## config.mk

```make
export PLATFORM = sky130hd
export DESIGN_NAME = pipe_addsub
export DESIGN_NICKNAME = d
export VERILOG_FILES = /design/src/rtl/alu_pkg.sv /design/src/rtl/pipe_addsub_seg.sv /design/src/rtl/pipe_addsub.sv
export SDC_FILE = /design/constraint.sdc
export NUM_CORES = 1
export LEC_CHECK = 0
export ABC_AREA = 1
export CAP_MARGIN = 25
export CORE_MARGIN = 10
export CORE_UTILIZATION = 30
export CTS_BUF_LIST = sky130_fd_sc_hd__clkbuf_16
export DETAILED_ROUTE_END_ITERATION = 7
export GPL_ROUTABILITY_DRIVEN = 0
export HOLD_SLACK_MARGIN = 0.08
export PLACE_DENSITY = 0.59
export SYNTH_ARGS = -nofsm -noshare
export SYNTH_HDL_FRONTEND = slang
export SYNTH_SLANG_ARGS = --single-unit
```

## constraint.sdc

```tcl
create_clock -name clk -period 2.3 [get_ports clk]
set_input_delay 0.575 -clock clk [delete_from_list [all_inputs] [get_ports clk]]
set_output_delay 0.575 -clock clk [all_outputs]
set_load 0.1 [all_outputs]
```

## src/rtl/alu_pkg.sv

```systemverilog
// Shared ALU definitions: flag bundle, operation encodings and saturation constants.
package alu_pkg;

  typedef struct packed {
    logic z;
    logic v;
    logic n;
    logic c;
  } flags_t;

  typedef enum logic { OP_ADD = 1'b0, OP_SUB = 1'b1 } op_e;
  typedef enum logic { SGN_UNSIGNED = 1'b0, SGN_SIGNED = 1'b1 } sign_e;

  // Most-positive / most-negative two's-complement values for a w-bit word (w <= 64).
  function automatic logic [63:0] sat_max(input int unsigned w);
    return (64'd1 << (w - 1)) - 64'd1;
  endfunction

  function automatic logic [63:0] sat_min(input int unsigned w);
    return 64'd1 << (w - 1);
  endfunction

  // v/n/c from the operand and raw-result sign bits; z is filled in by the caller.
  function automatic flags_t calc_flags(input logic a_msb, input logic bx_msb,
                                        input logic r_msb, input logic carry,
                                        input logic sub, input logic sign);
    flags_t f;
    f   = '0;
    f.c = carry;
    if (sign_e'(sign) == SGN_SIGNED) begin
      f.v = (a_msb == bx_msb) && (r_msb != a_msb);
      f.n = r_msb ^ f.v;
    end else if (op_e'(sub) == OP_SUB) begin
      f.v = !carry;
      f.n = !carry;
    end else begin
      f.v = carry;
      f.n = 1'b0;
    end
    return f;
  endfunction

endpackage

```

## src/rtl/pipe_addsub_seg.sv

```systemverilog
// One SEG-bit slice of the carry chain; sum and carry-out are registered.
module addsub_seg
  import alu_pkg::*;
#(
  parameter int SEG = 8
) (
  input  logic           clk,
  input  logic           rst_n,
  input  logic           en,
  input  logic [SEG-1:0] a,
  input  logic [SEG-1:0] b,
  input  logic           cin,
  output logic [SEG-1:0] sum,
  output logic           cout
);

  logic [SEG:0] total;

  assign total = {1'b0, a} + {1'b0, b} + {{SEG{1'b0}}, cin};

  always_ff @(posedge clk or negedge rst_n) begin
    if (!rst_n) begin
      sum  <= '0;
      cout <= 1'b0;
    end else if (en) begin
      sum  <= total[SEG-1:0];
      cout <= total[SEG];
    end
  end

endmodule

```

## src/rtl/pipe_addsub.sv

```systemverilog
// Pipelined adder/subtractor, one carry segment per register stage, with Z/V/N/C flags.
// Optional saturation on overflow is built when ADDSUB_SAT_EN is defined.
module pipe_addsub
  import alu_pkg::*;
#(
  parameter int WIDTH  = 32,
  parameter int STAGES = 4
) (
  input  logic             clk,
  input  logic             rst_n,
  input  logic             in_valid,
  output logic             in_ready,
  input  logic [WIDTH-1:0] a,
  input  logic [WIDTH-1:0] b,
  input  logic             sub,
  input  logic             sign,
`ifdef ADDSUB_SAT_EN
  input  logic             sat,
`endif
  output logic             out_valid,
  input  logic             out_ready,
  output logic [WIDTH-1:0] r,
  output logic             z,
  output logic             v,
  output logic             n,
  output logic             c
);

  // WIDTH must be a multiple of STAGES.
  localparam int SEG = WIDTH / STAGES;

`ifdef ADDSUB_SAT_EN
  localparam logic [WIDTH-1:0] SMAX = WIDTH'(sat_max(WIDTH));
  localparam logic [WIDTH-1:0] SMIN = WIDTH'(sat_min(WIDTH));
  logic [STAGES-1:0] sat_q;
`endif

  logic [STAGES-1:0]           valid;
  logic [STAGES-1:0]           adv;
  logic [WIDTH-1:0]            a_q   [STAGES];
  logic [WIDTH-1:0]            bx_q  [STAGES];
  logic [WIDTH-1:0]            res_q [STAGES];
  logic [WIDTH-1:0]            res_w [STAGES];
  logic [STAGES-1:0]           sub_q;
  logic [STAGES-1:0]           sign_q;
  logic [STAGES-1:0][SEG-1:0]  seg_a;
  logic [STAGES-1:0][SEG-1:0]  seg_b;
  logic [STAGES-1:0][SEG-1:0]  seg_sum;
  logic [STAGES-1:0]           seg_cin;
  logic [STAGES-1:0]           seg_cout;
  logic [WIDTH-1:0]            bx;
  flags_t                      flags;

  assign bx = sub ? ~b : b;

  // Handshake: a transfer happens on a rising edge where valid && ready; a stage
  // loads when it is empty or its occupant moves on, so in_ready = adv[0].
  always_comb begin
    logic go;
    go = !valid[STAGES-1] || out_ready;
    adv[STAGES-1] = go;
    for (int k = STAGES - 2; k >= 0; k--) begin
      go     = !valid[k] || go;
      adv[k] = go;
    end
  end

  assign in_ready  = adv[0];
  assign out_valid = valid[STAGES-1];

  always_comb begin
    seg_a[0]   = a[SEG-1:0];
    seg_b[0]   = bx[SEG-1:0];
    seg_cin[0] = sub;
    for (int k = 1; k < STAGES; k++) begin
      seg_a[k]   = a_q[k-1][k*SEG +: SEG];
      seg_b[k]   = bx_q[k-1][k*SEG +: SEG];
      seg_cin[k] = seg_cout[k-1];
    end
  end

  // Result so far at stage k: lower slices carried in res_q, slice k from the segment.
  always_comb begin
    for (int k = 0; k < STAGES; k++) begin
      res_w[k] = res_q[k];
      res_w[k][k*SEG +: SEG] = seg_sum[k];
    end
  end

  for (genvar k = 0; k < STAGES; k++) begin : g_seg
    addsub_seg #(.SEG(SEG)) u_seg (
      .clk  (clk),
      .rst_n(rst_n),
      .en   (adv[k]),
      .a    (seg_a[k]),
      .b    (seg_b[k]),
      .cin  (seg_cin[k]),
      .sum  (seg_sum[k]),
      .cout (seg_cout[k])
    );
  end

  always_ff @(posedge clk or negedge rst_n) begin
    if (!rst_n) begin
      valid  <= '0;
      sub_q  <= '0;
      sign_q <= '0;
`ifdef ADDSUB_SAT_EN
      sat_q  <= '0;
`endif
      for (int k = 0; k < STAGES; k++) begin
        a_q[k]   <= '0;
        bx_q[k]  <= '0;
        res_q[k] <= '0;
      end
    end else begin
      if (adv[0]) begin
        valid[0]  <= in_valid;
        a_q[0]    <= a;
        bx_q[0]   <= bx;
        res_q[0]  <= '0;
        sub_q[0]  <= sub;
        sign_q[0] <= sign;
`ifdef ADDSUB_SAT_EN
        sat_q[0]  <= sat;
`endif
      end
      for (int k = 1; k < STAGES; k++) begin
        if (adv[k]) begin
          valid[k]  <= valid[k-1];
          a_q[k]    <= a_q[k-1];
          bx_q[k]   <= bx_q[k-1];
          res_q[k]  <= res_w[k-1];
          sub_q[k]  <= sub_q[k-1];
          sign_q[k] <= sign_q[k-1];
`ifdef ADDSUB_SAT_EN
          sat_q[k]  <= sat_q[k-1];
`endif
        end
      end
    end
  end

  // Flags describe the unsaturated event; only z looks at the value actually output.
  always_comb begin
    r     = res_w[STAGES-1];
    flags = calc_flags(a_q[STAGES-1][WIDTH-1], bx_q[STAGES-1][WIDTH-1],
                       res_w[STAGES-1][WIDTH-1], seg_cout[STAGES-1],
                       sub_q[STAGES-1], sign_q[STAGES-1]);
`ifdef ADDSUB_SAT_EN
    if (sat_q[STAGES-1] && flags.v) begin
      if (sign_q[STAGES-1]) r = a_q[STAGES-1][WIDTH-1] ? SMIN : SMAX;
      else if (sub_q[STAGES-1]) r = '0;
      else r = '1;
    end
`endif
    flags.z = valid[STAGES-1] && (r == '0);
  end

  assign {z, v, n, c} = flags;

endmodule

```

* Yosys cells after proc, flatten, opt, wreduce, memory -nomap -nowiden
Index checks and enable logic that the tools add are counted.
** Word-level totals
- Bits of input ports :: 70
- Output and inout bits :: 38
- Bits in registers :: 352
- Logic and storage cells :: 58
** Cells by class
- Reductions and logical operators :: 12
- Add/subtract/negate cells :: 8
- Muxes and demuxes :: 3
- Bitwise gates (word level) :: 2
- Equal/unequal tests :: 2
** Operators with widths (count)
- adder 8 x 8 -> 9 bit :: 4
- adder 9 x 1 -> 9 bit :: 4
- zero test 32 bit :: 1
- two-way mux 32 bit :: 1
- NOT 32 bit :: 1
- zero test 1 bit :: 5
- logical OR 1 bit :: 4
- two-way mux 2 bit :: 2
- logical AND 1 bit :: 2
- equality test 1 bit :: 1
- inequality test 1 bit :: 1
- XOR 1 bit :: 1

* Depth between registers and ports, before layout
Gate-level depths: netlist of the first run.
- Word-level depth :: 5
- Gate-level depth with buffers :: 14
- Gate-level depth less buffers :: 12

* Modules after synthesis
A second synthesis of the first run with hierarchy kept.
** Second synthesis, totals
- Cell total of the unflattened synthesis :: 1110
- Area total of the unflattened synthesis :: 9547.9 um^2
** Modules (own cells, without submodules)
- pipe_addsub :: area an instance 6630.1 um^2, cells each 730, instances 1
- addsub_seg :: area an instance 729.4 um^2, cells each 95, instances 4

* Least setup slack after synthesis of the first run
No wires, ideal clock.
- Path type :: register to output
- Start :: register g_seg[3].u_seg.cout
- End :: output v
- Path buffers :: 0
- Arrival time :: 3.435 ns
- Path slack :: -1.710 ns
- Stages on the path, launching flop included :: 4
- Data required time :: 1.725 ns
- Path through :: dfrtp_1 > inv_1 > ha_1 > o21ai_0
** Between the ends
- Word-level cells in the longest chain between the ends :: 3
** RTL lines
- from (decl) :: line pipe_addsub_seg.sv:14 : output logic cout
- from (signal assigned) :: line pipe_addsub_seg.sv:27 : cout <= total[SEG];
- zero test 1 bit :: line alu_pkg.sv:34 : f.v = !carry;
- two-way mux 2 bit * :: line alu_pkg.sv:33 : end else if (op_e'(sub) == OP_SUB) begin
- two-way mux 2 bit * :: line alu_pkg.sv:30 : if (sign_e'(sign) == SGN_SIGNED) begin
- to (decl) :: line pipe_addsub.sv:24 : output logic v,
Mark *: on every way between the ends. The rest lies on a longest branch, timed or not.

* Final worst setup path of the first run
- Start :: register res_q (netlist bit r[1])
- End :: output z
** Between the ends
- Word-level cells in the longest chain between the ends :: 2
** RTL lines
- from (decl) :: line pipe_addsub.sv:42 : logic [WIDTH-1:0] res_q [STAGES];
- from (signal, indexed assignment) :: line pipe_addsub.sv:133 : res_q[k] <= res_w[k-1];
- zero test 32 bit :: line pipe_addsub.sv:157 : flags.z = valid[STAGES-1] && (r == '0);
- logical AND 1 bit :: line pipe_addsub.sv:157
- to (decl) :: line pipe_addsub.sv:23 : output logic z,
No other way between the ends.

==> results of run 1 <==
==> per-stage QoR <==
step	power [mW]	instances	hold slack, ns	utilization	TNS (ns)
after floorplan	8.96	1067	0.279	-	-0.192
after global placement	10.2	1523	0.440	0.354	-0.233
after detailed placement	10.2	1523	0.444	0.354	-0.702
after CTS	13.2	1556	0.474	0.374	-0.0878
after global routing	13.9	1557	0.474	0.374	-0.112
final	13.0	1557	0.467	0.374	0
==> cell families (layout without fill, tap and decap cells) <==
logic type      after synthesis  in the layout  share of synthesized area
fa+ha+maj                    36             36                     0.0552
simple gates                558            558                      0.242
compound gates              106            106                     0.0603
buf+inv                     131            231                     0.0691
xor+xnor                     42             42                     0.0404
flops                       194            194                      0.533
==> cell usage after synthesis (3+ instances only) <==
master,count,share of area
o21ai_0,74,0.041
buf_2,12,0.0066
o21a_1,3,0.0025
buf_4,26,0.021
nand3b_1,4,0.0033
nand2_1,483,0.20
fa_1,7,0.015
nor2_1,18,0.0074
dfrtp_1,194,0.53
nand3_1,31,0.017
inv_1,60,0.025
buf_6,3,0.0037
clkbuf_1,23,0.0095
nor4_1,4,0.0027
nand4_1,7,0.0048
ha_1,29,0.040
or2_2,5,0.0034
inv_2,3,0.0012
o21ai_1,6,0.0033
xnor2_1,33,0.032
xor2_1,9,0.0087
a21oi_1,18,0.0099
==> worst max-delay path: stages, from the launching register on <==
cell     delay [ns]
dfrtp_1        0.39
inv_2          0.06
nand4_1        0.17
nor3_1         0.17
nand4_1        0.16
nor2_4         0.16
buf_12         0.18
==> cell usage in the layout (no fill, tap or decap), types with 9 or more instances in the layout <==
cell and instances:
a21oi_1 18, buf_12 10, buf_4 54, clkbuf_16 17, clkdlybuf4s50_1 67, dfrtp_1 190, ha_1 29, inv_1 60
nand2_1 483, nand3_1 31, nor2_1 16, o21ai_0 72, xnor2_1 33, xor2_1 9
==> flip-flops by register name, summed over array words and instances (netlist names) <==
name / count
valid: 4
bx_q: 49
r: 24
g_seg.u_seg.cout: 4
res_q: 24
g_seg.u_seg.sum: 32
a_q: 49
sub_q: 4
sign_q: 4
==> power breakdown <==
part | switching [mW] | total (mW) | internal [mW]
Sequential | 0.640 | 4.98 | 4.34
Clock | 1.30 | 2.89 | 1.59
Combinational | 3.67 | 5.15 | 1.48
Total | 5.60 | 13.0 | 7.41
==> path summary, 6_finish.rpt <==
path,start,to,slack (ns),depth (start not counted)
max,r[1]$_DFFE_PN0P_,z,0.008,6
min,bx_q[112]$_DFFE_PN0P_,bx_q[80]$_DFFE_PN0P_,0.47,2
max reg2reg,a_q[56]$_DFFE_PN0P_,g_seg[3].u_seg.sum[6]$_DFFE_PN0P_,0.28,9
min reg2reg,bx_q[112]$_DFFE_PN0P_,bx_q[80]$_DFFE_PN0P_,0.47,2
max in group asynchronous,rst_n,g_seg[3].u_seg.sum[7]$_DFFE_PN0P_,1.16,3
min in group asynchronous,rst_n,a_q[114]$_DFFE_PN0P_,0.55,2
==> cell type report <==
| class | count | area (µm²) | area share |
|---|---|---|---|
| timing repair buffer | 134 | 1310 | 0.117 |
| clock inverter | 15 | 145 | 0.0130 |
| inverter | 65 | 245 | 0.0220 |
| clock buffer | 17 | 425 | 0.0382 |
| multi-input combinational | 742 | 3680 | 0.330 |
| sequential | 194 | 4860 | 0.436 |
| tap | 390 | 488 | 0.0438 |
==> layer usage <==
metal | vias up | track usage | wire (µm)
met5 | - | 0 | 0
met4 | 0 | 0.0315 | 235
met3 | 17 | 0.0232 | 689
met2 | 116 | 0.154 | 8400
met1 | 3022 | 0.166 | 11300
li1 | 3495 | - | -
==> timing repair <==
action / 4_1_cts / 5_1_grt
endpoints found under the hold margin: 11 / 0
hold buffers: 1 / 0
setup buffers: 0 / 1
resized for setup: 2 / 3
pin swaps: 1 / 1
setup endpoints to repair: 2 / 3
==> results.yml, run 1 <==
status:
  status: "completed"
synth:
  synth_edf_count: 0
  syn_inst: 1067
  ys.warnings.count: 0
  synth_flop_cell: "dfrtp_1"
  ys_async_sr_fraction: 1.00
  ys_ff_latch: 194
  ys_types: 34
  syn_nets: 1173
  ys_seq_area_frac: 0.533
  netlist_area_mm2: 0.00911
  syn_area_per_cell_um2: 8.54
place:
  dpl.hpwl_um: 15500
  pre_cts_ws_ns: -0.130
  portBuffers: 107
  place_area_mm2: 0.0105
clock_network:
  clk_latency_ns: 0.43
  htreeDepth: 4
  cts_tree: "done"
  cts_buffers: 17
  root_buffer: "clkbuf_16"
  numClockSinks: 194
  cts_buffer_depth: 2
  path_clk_slew_ns: 0.07
cells_and_area:
  fill_cells: 3108
  nets: 1260
  syn2layout_area_growth_pct: 22.4
  antenna_cells: 0
  drive_above_1_share: 0.102
  design_area_mm2: 0.0111
worst_setup_path:
  cp_max_fo: 2
  crit_type: "reg -> out"
  crit_path_end_kind: "primary output"
  start_kind: "flop"
  cp.required_ns: 1.73
  worstPathArrival_ns: 1.72
timing:
  final-setup-viol-count: 0
  max-slew-margin-rel: 0.569
  fmax_mhz: 436
  tightestPinTransition_ns: 0.645
  finalWorstSetupSlack_ns: 0.00781
  slew_viol_final: 0
  period_share: 0.997
  min_period_ns: 2.29
  fin_skew_ns: 0.00943
  rsz0062_at_grt: "yes"
  finalHoldViolCount: 0
floorplanning:
  die_w_um: 194
  core_area_mm2: 0.0298
  start_util: 0.306
  die_y_um: 194
  die-area_mm2: 0.0377
  rows: 63
  pin_count: 108
global_routing:
  grt_usage: 0.111
  grt_pass1_vias: 6603
  grt_overflow: 0
  grt_first_pass_wirelength_um: 34700
  grt_max_degree: 67
  antenna_found_initial: 0
drt:
  drc_errors: 0
  drt_first_iter_violations: 358
  wirelength_um: 20700
  antenna_left: 0
  dr.pass1.iters: 4
  vias_per_cell: 4.27
  vias: 6650
  wl_per_cell_um: 13.3
job:
  drv_cap: 0
power:
  p_leak_nw: 5.50
  vdd_ir_drop_max_v: 0.000521
  p_per_area_mw_per_mm2: 1170
worst_hold_path:
  hp-class: "reg -> reg"
No activity file was read; power rests on OpenSTA's default activity.
==> inputs of run 2 (changes only) <==
--- a/config.mk
+++ b/config.mk
@@ -11,7 +11,6 @@
 export CORE_UTILIZATION = 30
 export CTS_BUF_LIST = sky130_fd_sc_hd__clkbuf_16
 export DETAILED_ROUTE_END_ITERATION = 7
-export GPL_ROUTABILITY_DRIVEN = 0
 export HOLD_SLACK_MARGIN = 0.08
 export PLACE_DENSITY = 0.59
 export SYNTH_ARGS = -nofsm -noshare
==> results of run 2 <==
No change in the layout: final DEF, timing and power equal those of run 1.
==> inputs of run 3 (changes only) <==
--- a/config.mk
+++ b/config.mk
@@ -10,6 +10,8 @@
 export CORE_MARGIN = 10
 export CORE_UTILIZATION = 30
 export CTS_BUF_LIST = sky130_fd_sc_hd__clkbuf_16
+export CTS_CLUSTER_DIAMETER = 200
+export CTS_CLUSTER_SIZE = 10
 export DETAILED_ROUTE_END_ITERATION = 7
 export HOLD_SLACK_MARGIN = 0.08
 export PLACE_DENSITY = 0.59
==> results of run 3 <==
No change in the layout: final DEF, timing and power equal those of run 1.
